==> src/rtl/video_timing_gen_if.sv <==
// Video timing bundle: run/hold control into the generator, raster
// timing, coordinates and look-ahead fetch position out of it.
interface video_timing_gen_if #(
   parameter int H_BITS = 11,
   parameter int V_BITS = 10
);
   logic              enable;
   logic              active;
   logic              h_sync;
   logic              v_sync;
   logic              h_start;
   logic              v_start;
   logic              frame_end;
   logic [H_BITS-1:0] x;
   logic [V_BITS-1:0] y;
   logic              fetch_active;
   logic [H_BITS-1:0] fetch_x;
   logic [V_BITS-1:0] fetch_y;

   // The timing generator drives the raster and obeys enable
   modport master (
      input  enable,
      output active, h_sync, v_sync, h_start, v_start, frame_end,
      output x, y, fetch_active, fetch_x, fetch_y
   );

   // A downstream consumer controls enable and reads the raster
   modport slave (
      output enable,
      input  active, h_sync, v_sync, h_start, v_start, frame_end,
      input  x, y, fetch_active, fetch_x, fetch_y
   );
endinterface

==> src/rtl/video_timing_gen.sv <==
// Raster timing generator for the HDMI/DVI output path. A main counter
// pair walks the full horizontal/vertical totals; a second pair runs LEAD
// clocks ahead to give upstream pipelines their fetch position. Every
// output is registered, so pins describe the previous clock's counters.
module video_timing_gen #(
   parameter int H_ACTIVE   = 1024,
   parameter int H_FRONT    = 48,
   parameter int H_SYNC     = 32,
   parameter int H_BACK     = 266,
   parameter int V_ACTIVE   = 600,
   parameter int V_FRONT    = 3,
   parameter int V_SYNC     = 6,
   parameter int V_BACK     = 21,
   parameter bit H_SYNC_POL = 1'b1,
   parameter bit V_SYNC_POL = 1'b1,
   parameter int LEAD       = 2
) (
   input logic                clk,
   input logic                reset_low,
   video_timing_gen_if.master vid
);
   localparam int H_TOTAL  = H_ACTIVE + H_FRONT + H_SYNC + H_BACK;
   localparam int V_TOTAL  = V_ACTIVE + V_FRONT + V_SYNC + V_BACK;
   localparam int H_BITS   = $clog2(H_TOTAL);
   localparam int V_BITS   = $clog2(V_TOTAL);
   localparam int HS_START = H_ACTIVE + H_FRONT;
   localparam int HS_END   = HS_START + H_SYNC;
   localparam int VS_START = V_ACTIVE + V_FRONT;
   localparam int VS_END   = VS_START + V_SYNC;

   localparam logic [H_BITS-1:0] H_LAST = H_BITS'(H_TOTAL - 1);
   localparam logic [V_BITS-1:0] V_LAST = V_BITS'(V_TOTAL - 1);
   localparam logic [H_BITS-1:0] LEAD_H = H_BITS'(LEAD);

   // Reject geometries that make no sense or a look-ahead past one line
   if (LEAD < 0 || LEAD >= H_TOTAL || H_ACTIVE == 0 || V_ACTIVE == 0 ||
       H_SYNC == 0 || V_SYNC == 0) begin : g_bad_params
      $error("video_timing_gen: illegal LEAD or zero active/sync width");
   end

   logic [H_BITS-1:0] h_idx;
   logic [V_BITS-1:0] v_idx;
   logic [H_BITS-1:0] f_h;
   logic [V_BITS-1:0] f_v;

   logic h_wrap;
   logic f_wrap;
   logic in_h;
   logic in_v;
   logic in_fh;
   logic in_fv;
   logic hs_on;
   logic vs_on;

   assign h_wrap = (h_idx == H_LAST);
   assign f_wrap = (f_h == H_LAST);

   // Region decode is done at 32 bits so region ends equal to the total
   // (zero back porch) still compare correctly
   assign in_h  = 32'(h_idx) < H_ACTIVE;
   assign in_v  = 32'(v_idx) < V_ACTIVE;
   assign in_fh = 32'(f_h) < H_ACTIVE;
   assign in_fv = 32'(f_v) < V_ACTIVE;
   assign hs_on = (32'(h_idx) >= HS_START) && (32'(h_idx) < HS_END);
   assign vs_on = (32'(v_idx) >= VS_START) && (32'(v_idx) < VS_END);

   // Main and look-ahead counters; disable parks both at the origin so the
   // restart is indistinguishable from a fresh reset release
   always_ff @(posedge clk or negedge reset_low) begin
      if (!reset_low) begin
         h_idx <= '0;
         v_idx <= '0;
         f_h   <= LEAD_H;
         f_v   <= '0;
      end else if (!vid.enable) begin
         h_idx <= '0;
         v_idx <= '0;
         f_h   <= LEAD_H;
         f_v   <= '0;
      end else begin
         h_idx <= h_wrap ? '0 : h_idx + 1'b1;
         if (h_wrap) begin
            v_idx <= (v_idx == V_LAST) ? '0 : v_idx + 1'b1;
         end
         f_h <= f_wrap ? '0 : f_h + 1'b1;
         if (f_wrap) begin
            f_v <= (f_v == V_LAST) ? '0 : f_v + 1'b1;
         end
      end
   end

   // Registered output stage: one clock behind the counters, idle while
   // in reset or disabled
   always_ff @(posedge clk or negedge reset_low) begin
      if (!reset_low) begin
         vid.active       <= 1'b0;
         vid.h_sync       <= !H_SYNC_POL;
         vid.v_sync       <= !V_SYNC_POL;
         vid.h_start      <= 1'b0;
         vid.v_start      <= 1'b0;
         vid.frame_end    <= 1'b0;
         vid.x            <= '0;
         vid.y            <= '0;
         vid.fetch_active <= 1'b0;
         vid.fetch_x      <= LEAD_H;
         vid.fetch_y      <= '0;
      end else if (!vid.enable) begin
         vid.active       <= 1'b0;
         vid.h_sync       <= !H_SYNC_POL;
         vid.v_sync       <= !V_SYNC_POL;
         vid.h_start      <= 1'b0;
         vid.v_start      <= 1'b0;
         vid.frame_end    <= 1'b0;
         vid.x            <= '0;
         vid.y            <= '0;
         vid.fetch_active <= 1'b0;
         vid.fetch_x      <= LEAD_H;
         vid.fetch_y      <= '0;
      end else begin
         vid.active       <= in_h && in_v;
         vid.h_sync       <= hs_on ? H_SYNC_POL : !H_SYNC_POL;
         vid.v_sync       <= vs_on ? V_SYNC_POL : !V_SYNC_POL;
         vid.h_start      <= (h_idx == '0) && in_v;
         vid.v_start      <= (h_idx == '0) && (v_idx == '0);
         vid.frame_end    <= h_wrap && (v_idx == V_LAST);
         vid.x            <= h_idx;
         vid.y            <= v_idx;
         vid.fetch_active <= in_fh && in_fv;
         vid.fetch_x      <= f_h;
         vid.fetch_y      <= f_v;
      end
   end
endmodule

==> src/flat_wrapper.sv <==
// flat-port wrapper written by rule: the top's interface ports become plain ports
module video_timing_gen_flat 
#(
   parameter int H_ACTIVE   = 1024,
   parameter int H_FRONT    = 48,
   parameter int H_SYNC     = 32,
   parameter int H_BACK     = 266,
   parameter int V_ACTIVE   = 600,
   parameter int V_FRONT    = 3,
   parameter int V_SYNC     = 6,
   parameter int V_BACK     = 21,
   parameter bit H_SYNC_POL = 1'b1,
   parameter bit V_SYNC_POL = 1'b1,
   parameter int LEAD       = 2
)
  (clk, reset_low, vid_enable, vid_active, vid_h_sync, vid_v_sync, vid_h_start, vid_v_start, vid_frame_end, vid_x, vid_y, vid_fetch_active, vid_fetch_x, vid_fetch_y);
  video_timing_gen_if #(.H_BITS(11), .V_BITS(10)) vid_i ();
  input logic clk;
  input logic reset_low;
  input wire logic [$bits(vid_i.enable)-1:0] vid_enable;
  output wire logic [$bits(vid_i.active)-1:0] vid_active;
  output wire logic [$bits(vid_i.h_sync)-1:0] vid_h_sync;
  output wire logic [$bits(vid_i.v_sync)-1:0] vid_v_sync;
  output wire logic [$bits(vid_i.h_start)-1:0] vid_h_start;
  output wire logic [$bits(vid_i.v_start)-1:0] vid_v_start;
  output wire logic [$bits(vid_i.frame_end)-1:0] vid_frame_end;
  output wire logic [$bits(vid_i.x)-1:0] vid_x;
  output wire logic [$bits(vid_i.y)-1:0] vid_y;
  output wire logic [$bits(vid_i.fetch_active)-1:0] vid_fetch_active;
  output wire logic [$bits(vid_i.fetch_x)-1:0] vid_fetch_x;
  output wire logic [$bits(vid_i.fetch_y)-1:0] vid_fetch_y;
  assign vid_i.enable = vid_enable;
  assign vid_active = vid_i.active;
  assign vid_h_sync = vid_i.h_sync;
  assign vid_v_sync = vid_i.v_sync;
  assign vid_h_start = vid_i.h_start;
  assign vid_v_start = vid_i.v_start;
  assign vid_frame_end = vid_i.frame_end;
  assign vid_x = vid_i.x;
  assign vid_y = vid_i.y;
  assign vid_fetch_active = vid_i.fetch_active;
  assign vid_fetch_x = vid_i.fetch_x;
  assign vid_fetch_y = vid_i.fetch_y;
  video_timing_gen #(.H_ACTIVE(H_ACTIVE), .H_FRONT(H_FRONT), .H_SYNC(H_SYNC), .H_BACK(H_BACK), .V_ACTIVE(V_ACTIVE), .V_FRONT(V_FRONT), .V_SYNC(V_SYNC), .V_BACK(V_BACK), .H_SYNC_POL(H_SYNC_POL), .V_SYNC_POL(V_SYNC_POL), .LEAD(LEAD)) u_core (.clk(clk), .reset_low(reset_low), .vid(vid_i));
endmodule
==> config.mk <==
export PLATFORM = sky130hd
export DESIGN_NAME = video_timing_gen_flat
export DESIGN_NICKNAME = d
export VERILOG_FILES = /design/src/rtl/video_timing_gen_if.sv /design/src/rtl/video_timing_gen.sv /design/src/flat_wrapper.sv
export SDC_FILE = /design/constraint.sdc
export NUM_CORES = 1
export LEC_CHECK = 0
export ABC_AREA = 1
export BUFFER_PORTS_ARGS = -buffer_cell sky130_fd_sc_hd__clkbuf_2
export CORE_ASPECT_RATIO = 0.6
export CORE_MARGIN = 5
export CORE_UTILIZATION = 38
export CTS_BUF_LIST = sky130_fd_sc_hd__clkbuf_2
export DETAILED_ROUTE_END_ITERATION = 10
export GPL_TIMING_DRIVEN = 0
export SLEW_MARGIN = 10
export SYNTH_ARGS = -nofsm -noshare
export SYNTH_HDL_FRONTEND = slang
export SYNTH_SLANG_ARGS = --single-unit
==> constraint.sdc <==
create_clock -name clk -period 1.37 [get_ports clk]
set_clock_uncertainty 0.1 [all_clocks]
set_input_delay 0.137 -clock clk [delete_from_list [all_inputs] [get_ports clk]]
set_output_delay 0.137 -clock clk [all_outputs]
set_load 0.02 [all_outputs]
==> results of run 1 <==
logic make-up (layout without fill, tap and decap cells):
group           count (synthesis)  count (layout)  synth area share
simple gates                  282             283             0.293
buf+inv                       105             208            0.0979
flops                          91              91             0.521
compound gates                 26              26            0.0343
fa+ha+maj                      11              11            0.0315
xor+xnor                       11              11            0.0220
layer usage:
layer  part of all wire  track usage  wire length [µm]
met4             0.0085       0.0461                95
met3              0.052       0.0441               580
met5                  0            0                 0
met2               0.46        0.247              5140
met1               0.48        0.230              5390
Yosys cell counts, types with 3 or more instances:
master | n | share of area
nand3_1 | 53 | 0.061
nand2_1 | 116 | 0.10
buf_2 | 9 | 0.010
nor3_2 | 3 | 0.0069
inv_2 | 4 | 0.0034
inv_1 | 83 | 0.071
nor2_1 | 66 | 0.057
dfrtp_1 | 89 | 0.51
ha_1 | 11 | 0.031
xor2_1 | 9 | 0.018
nand4_1 | 9 | 0.013
nor3_1 | 16 | 0.018
a21oi_1 | 8 | 0.0092
nor2_2 | 3 | 0.0043
o21ai_0 | 8 | 0.0092
clkbuf_1 | 3 | 0.0026
o21ai_1 | 4 | 0.0046
worst min-delay path, delay by kind of cell:
family	cells	cell delay, ns
and+or+nand+nor	2	0.12
buffers and inverters	2	0.74
final cells by class:
type	count	area share
Sequential cell	91	0.375
Multi-Input combinational cell	331	0.355
Timing Repair Buffer	90	0.156
Inverter	87	0.0536
Tap cell	144	0.0293
Buffer	15	0.0159
Clock inverter	7	0.00795
Clock buffer	9	0.00733
flip-flops by register name (all words and copies together), names as in the netlist:
signal	flops
u_core.f_h	11
u_core.f_v	10
u_core.h_idx	11
u_core.v_idx	10
u_core.vid.active	1
u_core.vid.fetch_active	1
u_core.vid.fetch_x	11
u_core.vid.fetch_y	10
u_core.vid.frame_end	1
u_core.vid.h_start	1
u_core.vid.h_sync	1
u_core.vid.v_start	1
u_core.vid.v_sync	1
u_core.vid.x	11
u_core.vid.y	10
per-stage QoR:
stage / util / power [mW] / hold WS [ns] / worst slack [ns] / TNS, ns
after floorplan: - / 2.94 / -0.259 / -0.0223 / -0.157
after global placement: 0.430 / 3.06 / 0.395 / -1.03 / -96.97
after detailed placement: 0.434 / 3.08 / 0.0882 / -0.295 / -6.06
after CTS: 0.491 / 4.43 / 0.273 / -0.222 / -7.28
after global routing: 0.545 / 4.67 / 0.277 / -0.243 / -12.68
final: 0.545 / 4.49 / 0.305 / -0.189 / -6.03
worst max-delay path by stage:
| stage | start | endpoint | cells past startpoint | slack (ns) |
|---|---|---|---|---|
| 2_1_floorplan | u_core.h_idx[1] | u_core.h_idx[10] | 8 | -0.02 |
| 3_3_place_gp | reset_low | u_core.vid.fetch_y[7] | 1 | -1.03 |
| 3_5_place_dp | u_core.f_h[0] | u_core.f_v[7] | 7 | -0.30 |
| 4_1_cts | u_core.vid.fetch_x[1] | vid_fetch_x[1] | 1 | -0.22 |
| 5_1_grt | u_core.f_h[7] | u_core.f_v[4] | 8 | -0.24 |
| 6_report | u_core.h_idx[1] | u_core.v_idx[6] | 9 | -0.19 |
where the power goes:
group          internal [mW]  switching (mW)
logic                  0.192           0.267
registers               2.73          0.0366
clock network          0.250            1.01
total                   3.18            1.31
timing repair:
item / in CTS / in global routing
buffers inserted: 19 / 14
hold buffers: 3 / 0
gates cloned: 2 / 1
gates resized for setup: 86 / 206
endpoints found under the setup margin: 93 / 98
hold endpoints to repair: 144 / 0
pin swaps: 33 / 39
==> results.toml, run 1 <==
[worst_setup_path]
rr_endpoint = "u_core.v_idx[6]"
timing.rr.start = "u_core.h_idx[1]"
cp.required_ns = 1.83
cp.buffers_inverters = 3
r2r_cells = 9
worstSetupPathType = "reg -> reg"
critPathMaxFanout = 4
r2r_slack_ns = -0.19
critPathArrivalTime_ns = 2.02
crit_path_end_kind = "flop"
crit_path_top_delay_cell = "dfrtp_1"
slowest_delay_ns = 0.45
critPathLaunchType = "flop"
crit_family = "simple AND/OR/NAND/NOR gates"
path_cells = "inv_2 -> ha_4 -> nand2_4 -> nor2_4 -> inv_2 -> nor2_4 -> buf_12 -> nand4_1 -> nand2_1"

[place]
gp_congestion = 0.862
dpl.cell_count = 722
io_buffers = 50
post_dp_cell_area_um2 = 4890
hpwl_mm = 6.99

[routing]
route.detailed.drc = 0
wl_per_cell_um = 14.5
vias = 3749
drt_iter0_drc = 278
antenna_left = 0
viasPerCell = 4.84
firstDrtPassIters = 4
drt_wl_total_mm = 11.2

[global_route]
gr-usage-all-layers = 0.163
overflow = 0
grt_pass1_wl_mm = 17.9
antenna_found_initial = 0
grt_start_max_net_pins = 61
first_global_vias = 3620

[sta]
layout_setup_ws_ns = -0.189
slew_violations = 0
setup_viol = 90
fin_crit_sh = 1.14
layout_min_cycle_time_ns = 1.56
fmax_ghz = 0.641
finalHoldViolations = 0
relSlewSlack = 0.601
tightest_slew_ns = 0.598
rsz0062_at_grt = "true"

[final_layout]
final_cell_mix = "nand2_1, inv_1, dfrtp_1, buf_6, nor2_1"
fin_area_um2 = 6140
drive_gt1_frac = 0.386
area_growth_syn_to_layout_pct = 40.4
fin_cells = 774
diodes = 0
seqCellArea_um2 = 2300
final_nets = 639
multi_input_area_um2 = 2180
mostFrequentLayoutCell = "nand2_1"
fill_cells = 1019

[power]
peakVddDrop_uv = 408
cellLeakagePower_nw = 3.16
p_per_area_nw_per_um2 = 731

[synth]
synth_area_um2 = 4370
synth_cell_types = 36
yosysSeqAreaShare = 0.521
synth_flop_cell = "dfrtp_1"
syn_inst = 526
synth_edf_count = 0
synth_warnings = 0
synth.ff_latch_count = 91
synthArstFlopShare = 1.00
avgSynthCellArea_um2 = 8.31
synthesis.nets = 540

[floorplanning]
die_w_um = 148
die_h_um = 93.1
core_um2 = 11300
rows = 30
io_pins = 52
initial_core_util = 0.388
fp.dieArea_um2 = 13800

[cts]
clk_latency_ns = 0.59
cts_tree = "done"
max-clock-path-buffers = 2
clkTransAtPathRegs_ns = 0.26
cts_made_buffers = 9
cts.sinks = 91
ctsRootBufferMaster = "clkbuf_2"
htreeDepth = 3

[flow_run]
drv_cap = 0

[worst_hold_path]
hold_path_class = "in -> reg"
hold_path_end = "u_core.h_idx[2]"
min_delay_path_depth = 4
min_from = "vid_enable"

[run_status]
violations = "negative setup slack"
outcome = "finished, violations left"
(Power assumes the default switching activity.)
==> run 2, diff against run 1 <==
- REMOVE_ABC_BUFFERS: not set -> 1
- TNS_END_PERCENT: not set -> 50
==> results.toml, run 2 (same netlist as run 1, synthesis figures left out) <==
[final_layout]
utilization = 0.524
final_nets = 635
mostFrequentLayoutCell = "nand2_1"
final_cell_mix = "nand2_1, inv_1, dfrtp_1, nor2_1"
drive_gt1_frac = 0.355
fin_area_um2 = 5900
fin_cells = 771
area_growth_syn_to_layout_pct = 34.8
fill_cells = 1036

[floorplanning]
initial_core_util = 0.388
die_h_um = 93.1
die_w_um = 148
rows = 30
io_pins = 52
core_um2 = 11300
fp.dieArea_um2 = 13800

[power]
cellLeakagePower_nw = 3.04
p_per_area_nw_per_um2 = 809
p_total_mw = 4.77
peakVddDrop_uv = 350

[cts]
ctsRootBufferMaster = "clkbuf_2"
cts_made_buffers = 9
cts.sinks = 91
cts_tree = "done"
clkTransAtPathRegs_ns = 0.28
clk_latency_ns = 0.61
max-clock-path-buffers = 2
htreeDepth = 3
hold_buffers = 16

[place]
dpl.cell_count = 705
hpwl_mm = 6.53
gp_congestion = 0.874
place_ws_ns = -0.758
io_buffers = 51
post_dp_cell_area_um2 = 4770

[global_route]
overflow = 0
grt_start_max_net_pins = 65
first_global_vias = 3618
antenna_found_initial = 1
gr-usage-all-layers = 0.160
grt_pass1_wl_mm = 17.8

[worst_setup_path]
r2r_slack_ns = -0.23
rr_endpoint = "u_core.v_idx[6]"
slowest_delay_ns = 0.49
worstSetupPathType = "reg -> reg"
cp.required_ns = 1.81
crit_path_end_kind = "flop"
critPathLaunchType = "flop"
crit_path_top_delay_cell = "dfrtp_1"
critPathMaxFanout = 5
path_cells = "ha_2 -> nand2_2 -> nor2_4 -> inv_2 -> nor2_4 -> buf_6 -> nand4_1 -> nand2_1"
timing.rr.start = "u_core.h_idx[0]"
r2r_cells = 8
crit_path_frequent_cell = "nor2_4"
critPathArrivalTime_ns = 2.03

[sta]
layout_min_cycle_time_ns = 1.60
fmax_ghz = 0.626
rsz0062_at_grt = "true"
tightest_slew_ns = 0.769
layout_setup_ws_ns = -0.227
slew_violations = 0
setup_viol = 83
relSlewSlack = 0.486
fin_crit_sh = 1.17
finalHoldViolations = 48
hold_ws_ns = -0.0849

[run_status]
outcome = "finished, violations left"
violations = "negative hold slack, negative setup slack"

[routing]
wl_per_cell_um = 14.2
firstDrtPassIters = 4
viasPerCell = 4.92
drt_iter0_drc = 321
vias = 3794
drt_wl_total_mm = 10.9
antenna_left = 0
route.detailed.drc = 0

[flow_run]
drv_cap = 0

[worst_hold_path]
hold_path_class = "in -> async"
## run 2: where the power goes
| group | total [mW] | internal, mW | leakage [nW] | switching, mW |
|---|---|---|---|---|
| combinational | 0.398 | 0.149 | 1.75 | 0.249 |
| clock | 1.61 | 0.617 | 0.0829 | 0.994 |
| sequential | 2.76 | 2.73 | 1.21 | 0.0289 |
## run 2: worst max path at each step
stage	startpoint	endpoint	slack (ns)	cells past startpoint
2_1_floorplan	u_core.f_h[1]	u_core.f_v[5]	-0.29	8
3_3_place_gp	vid_enable	u_core.vid.h_start	-1.27	6
3_5_place_dp	u_core.f_h[1]	u_core.f_v[5]	-0.76	8
4_1_cts	u_core.h_idx[0]	u_core.v_idx[1]	-0.20	8
5_1_grt	u_core.h_idx[1]	u_core.v_idx[0]	-0.31	8
6_report	u_core.h_idx[0]	u_core.v_idx[6]	-0.23	8
## run 2: layout make-up
| cell class | count | area [µm²] | share of cell area |
|---|---|---|---|
| tap | 144 | 180 | 0.0306 |
| inverter | 87 | 329 | 0.0558 |
| sequential | 91 | 2310 | 0.392 |
| timing repair buffer | 100 | 867 | 0.147 |
| clock inverter | 7 | 98.8 | 0.0168 |
| clock buffer | 9 | 45.0 | 0.00764 |
| antenna | 1 | 2.50 | 0.000424 |
| multi-input combinational | 332 | 2060 | 0.350 |
## run 2: critical path, delay by kind of cell, from the launching register on
family                   cells  cell delay, ns
buffers and inverters        2            0.20
flip-flops                   1            0.49
AND/OR/NAND/NOR              5            0.53
adder cells (fa/ha/maj)      1            0.21
## run 2: per-stage QoR
stage	hold slack (ns)	TNS, ns
2_1_floorplan	-0.259	-3.10
3_3_place_gp	0.409	-142.11
3_5_place_dp	0.0652	-16.97
4_1_cts	-0.0923	-8.92
5_1_grt	-0.0596	-14.42
6_report	-0.0849	-8.12
## run 2: per-layer routing
metal  vias to the layer above  track usage  wire (µm)
li1                       1832            -          -
met1                      1839        0.223       5060
met2                       112        0.244       5140
met3                        11       0.0431        634
met4                         0       0.0484        102
met5                         -            0          0
## run 2: timing repair
item,CTS,global route
endpoints found under the hold margin,108,65
cloned,3,0
pin swaps,27,34
setup buffers,20,11
resized for setup,79,125
endpoints found under the setup margin,91,106
==> run 3, diff against run 2 <==
- CORE_UTILIZATION: 38 -> 35
- SETUP_SLACK_MARGIN: not set -> 0.1
- clock period: 1.37 -> 1.3 ns (I/O delays scaled with it)
==> results.toml, run 3 (same netlist as run 1, synthesis figures left out) <==
[power]
clock_power_share = 0.290
p_per_area_nw_per_um2 = 822
cellLeakagePower_nw = 2.97
power_frac_comb = 0.087
swShare = 0.291
seqPwrFrac = 0.622
power.internal_mw = 3.32
peakVddDrop_uv = 352
switchingPower_mw = 1.36
p_total_mw = 4.68

[cts]
max-clock-path-buffers = 2
cts_tree = "done"
clkTransAtPathRegs_ns = 0.29
hold_buffers = 1
cts_made_buffers = 9
htreeDepth = 3
cts.sinks = 91
ctsRootBufferMaster = "clkbuf_2"
clk_latency_ns = 0.59

[worst_setup_path]
worstSetupPathType = "reg -> reg"
crit_family = "simple AND/OR/NAND/NOR gates"
rr_endpoint = "u_core.v_idx[6]"
r2r_slack_ns = -0.29
r2r_cells = 9
critPathArrivalTime_ns = 2.02
critPathMaxFanout = 4
crit_path_top_delay_cell = "dfrtp_1"
cp.required_ns = 1.73
crit_path_end_kind = "flop"
slowest_delay_ns = 0.47
path_cells = "inv_2 -> ha_4 -> nand2_4 -> nor2_4 -> inv_2 -> nor2_4 -> buf_6 -> nand4_1 -> nand2_1"
critPathLaunchType = "flop"
timing.rr.start = "u_core.h_idx[1]"
cp.buffers_inverters = 3
path_depth = 9

[run_status]
violations = "negative hold slack, negative setup slack"
outcome = "finished, violations left"

[final_layout]
drive_gt1_frac = 0.339
fill_cells = 1156
utilization = 0.469
final_nets = 616
final_cell_mix = "nand2_1, inv_1, dfrtp_1, nor2_1, nand3_1"
area_growth_syn_to_layout_pct = 30.2
mostFrequentLayoutCell = "nand2_1"
seqCellArea_um2 = 2300
multi_input_area_um2 = 2090

[sta]
slew_violations = 0
hold_ws_ns = -0.108
tightest_slew_ns = 0.477
layout_min_cycle_time_ns = 1.59
relSlewSlack = 0.682
setup_viol = 95
fmax_ghz = 0.627
fin_crit_sh = 1.23
rsz0062_at_grt = "true"
layout_setup_ws_ns = -0.294
finalHoldViolations = 56

[floorplanning]
die_h_um = 96.6
fp.dieArea_um2 = 14900
die_w_um = 154
core_um2 = 12100
initial_core_util = 0.360
io_pins = 52
rows = 31

[routing]
dr_wl_met3_um = 616
firstDrtPassIters = 5
dr_wl_met2_mm = 4.56
antenna_left = 0
top_layer = "met4"
wl_per_cell_um = 13.5
drt_wl_total_mm = 10.5
route.detailed.drc = 0
viasPerCell = 4.71
vias = 3637
met1_length_mm = 5.12
drt_iter0_drc = 366

[global_route]
gr-usage-all-layers = 0.142
grt_pass1_wl_mm = 16.9
antenna_found_initial = 1
first_global_vias = 3438
overflow = 0
grt_start_max_net_pins = 60

[place]
io_buffers = 51
hpwl_mm = 6.35
gp_congestion = 0.892

[worst_hold_path]
min_from = "vid_enable"
hold_path_class = "in -> reg"
min_delay_path_depth = 3
hold_path_end = "u_core.vid.x[1]"

[flow_run]
drv_cap = 0
-- run 3: cell type report --
cell class | count | area share
multi-input combinational | 332 | 0.367
sequential | 91 | 0.405
inverter | 87 | 0.0578
antenna | 1 | 0.000440
timing repair buffer | 81 | 0.116
tap | 165 | 0.0363
clock inverter | 7 | 0.0105
clock buffer | 9 | 0.00791
-- run 3: power groups by stage --
stage / logic (mW) / clock network (mW) / registers [mW]
floorplan: 0.0779 / 0 / 2.98
global placement: 0.246 / 0 / 2.95
detailed placement: 0.269 / 0 / 2.96
CTS: 0.362 / 1.41 / 2.91
global route: 0.450 / 1.53 / 2.92
finish: 0.409 / 1.36 / 2.91
-- run 3: worst max path at each step --
stage | start | to | slack, ns
2_1_floorplan | u_core.f_h[1] | u_core.f_v[5] | -0.36
3_3_place_gp | vid_enable | u_core.vid.h_start | -1.33
3_5_place_dp | u_core.f_h[1] | u_core.f_v[5] | -0.90
4_1_cts | u_core.f_h[1] | u_core.f_h[10] | -0.28
5_1_grt | u_core.f_h[3] | u_core.f_v[7] | -0.35
6_report | u_core.h_idx[1] | u_core.v_idx[6] | -0.29
-- run 3: worst register-to-register path: stages (launching register included) --
cell and delay, ns:
dfrtp_1 0.47, inv_2 0.08, ha_4 0.14, nand2_4 0.05, nor2_4 0.15, inv_2 0.06, nor2_4 0.18, buf_6 0.15
nand4_1 0.08, nand2_1 0.07
-- run 3: per-layer routing --
layer / vias up / global-route usage
met4: 0 / 0.0397
met1: 1704 / 0.206
met3: 22 / 0.0369
met2: 124 / 0.210
met5: - / 0
li1: 1787 / -
-- run 3: repair_timing --
| action | CTS | global route |
|---|---|---|
| endpoints found under the hold margin | 121 | 57 |
| buffers inserted | 23 | 4 |
| resized for setup | 75 | 115 |
| cloned | 2 | 0 |
| pin swaps | 30 | 34 |
| endpoints found under the setup margin | 98 | 98 |
-- run 3: stage by stage --
step	worst slack (ns)	setup TNS, ns	cell area (µm²)	cells
floorplan	-0.362	-5.72	4270	508
global placement	-1.33	-151.86	4730	724
detailed placement	-0.904	-21.06	4790	726
CTS	-0.281	-14.49	5410	768
global route	-0.348	-20.32	5690	773
finish	-0.294	-13.06	5690	773
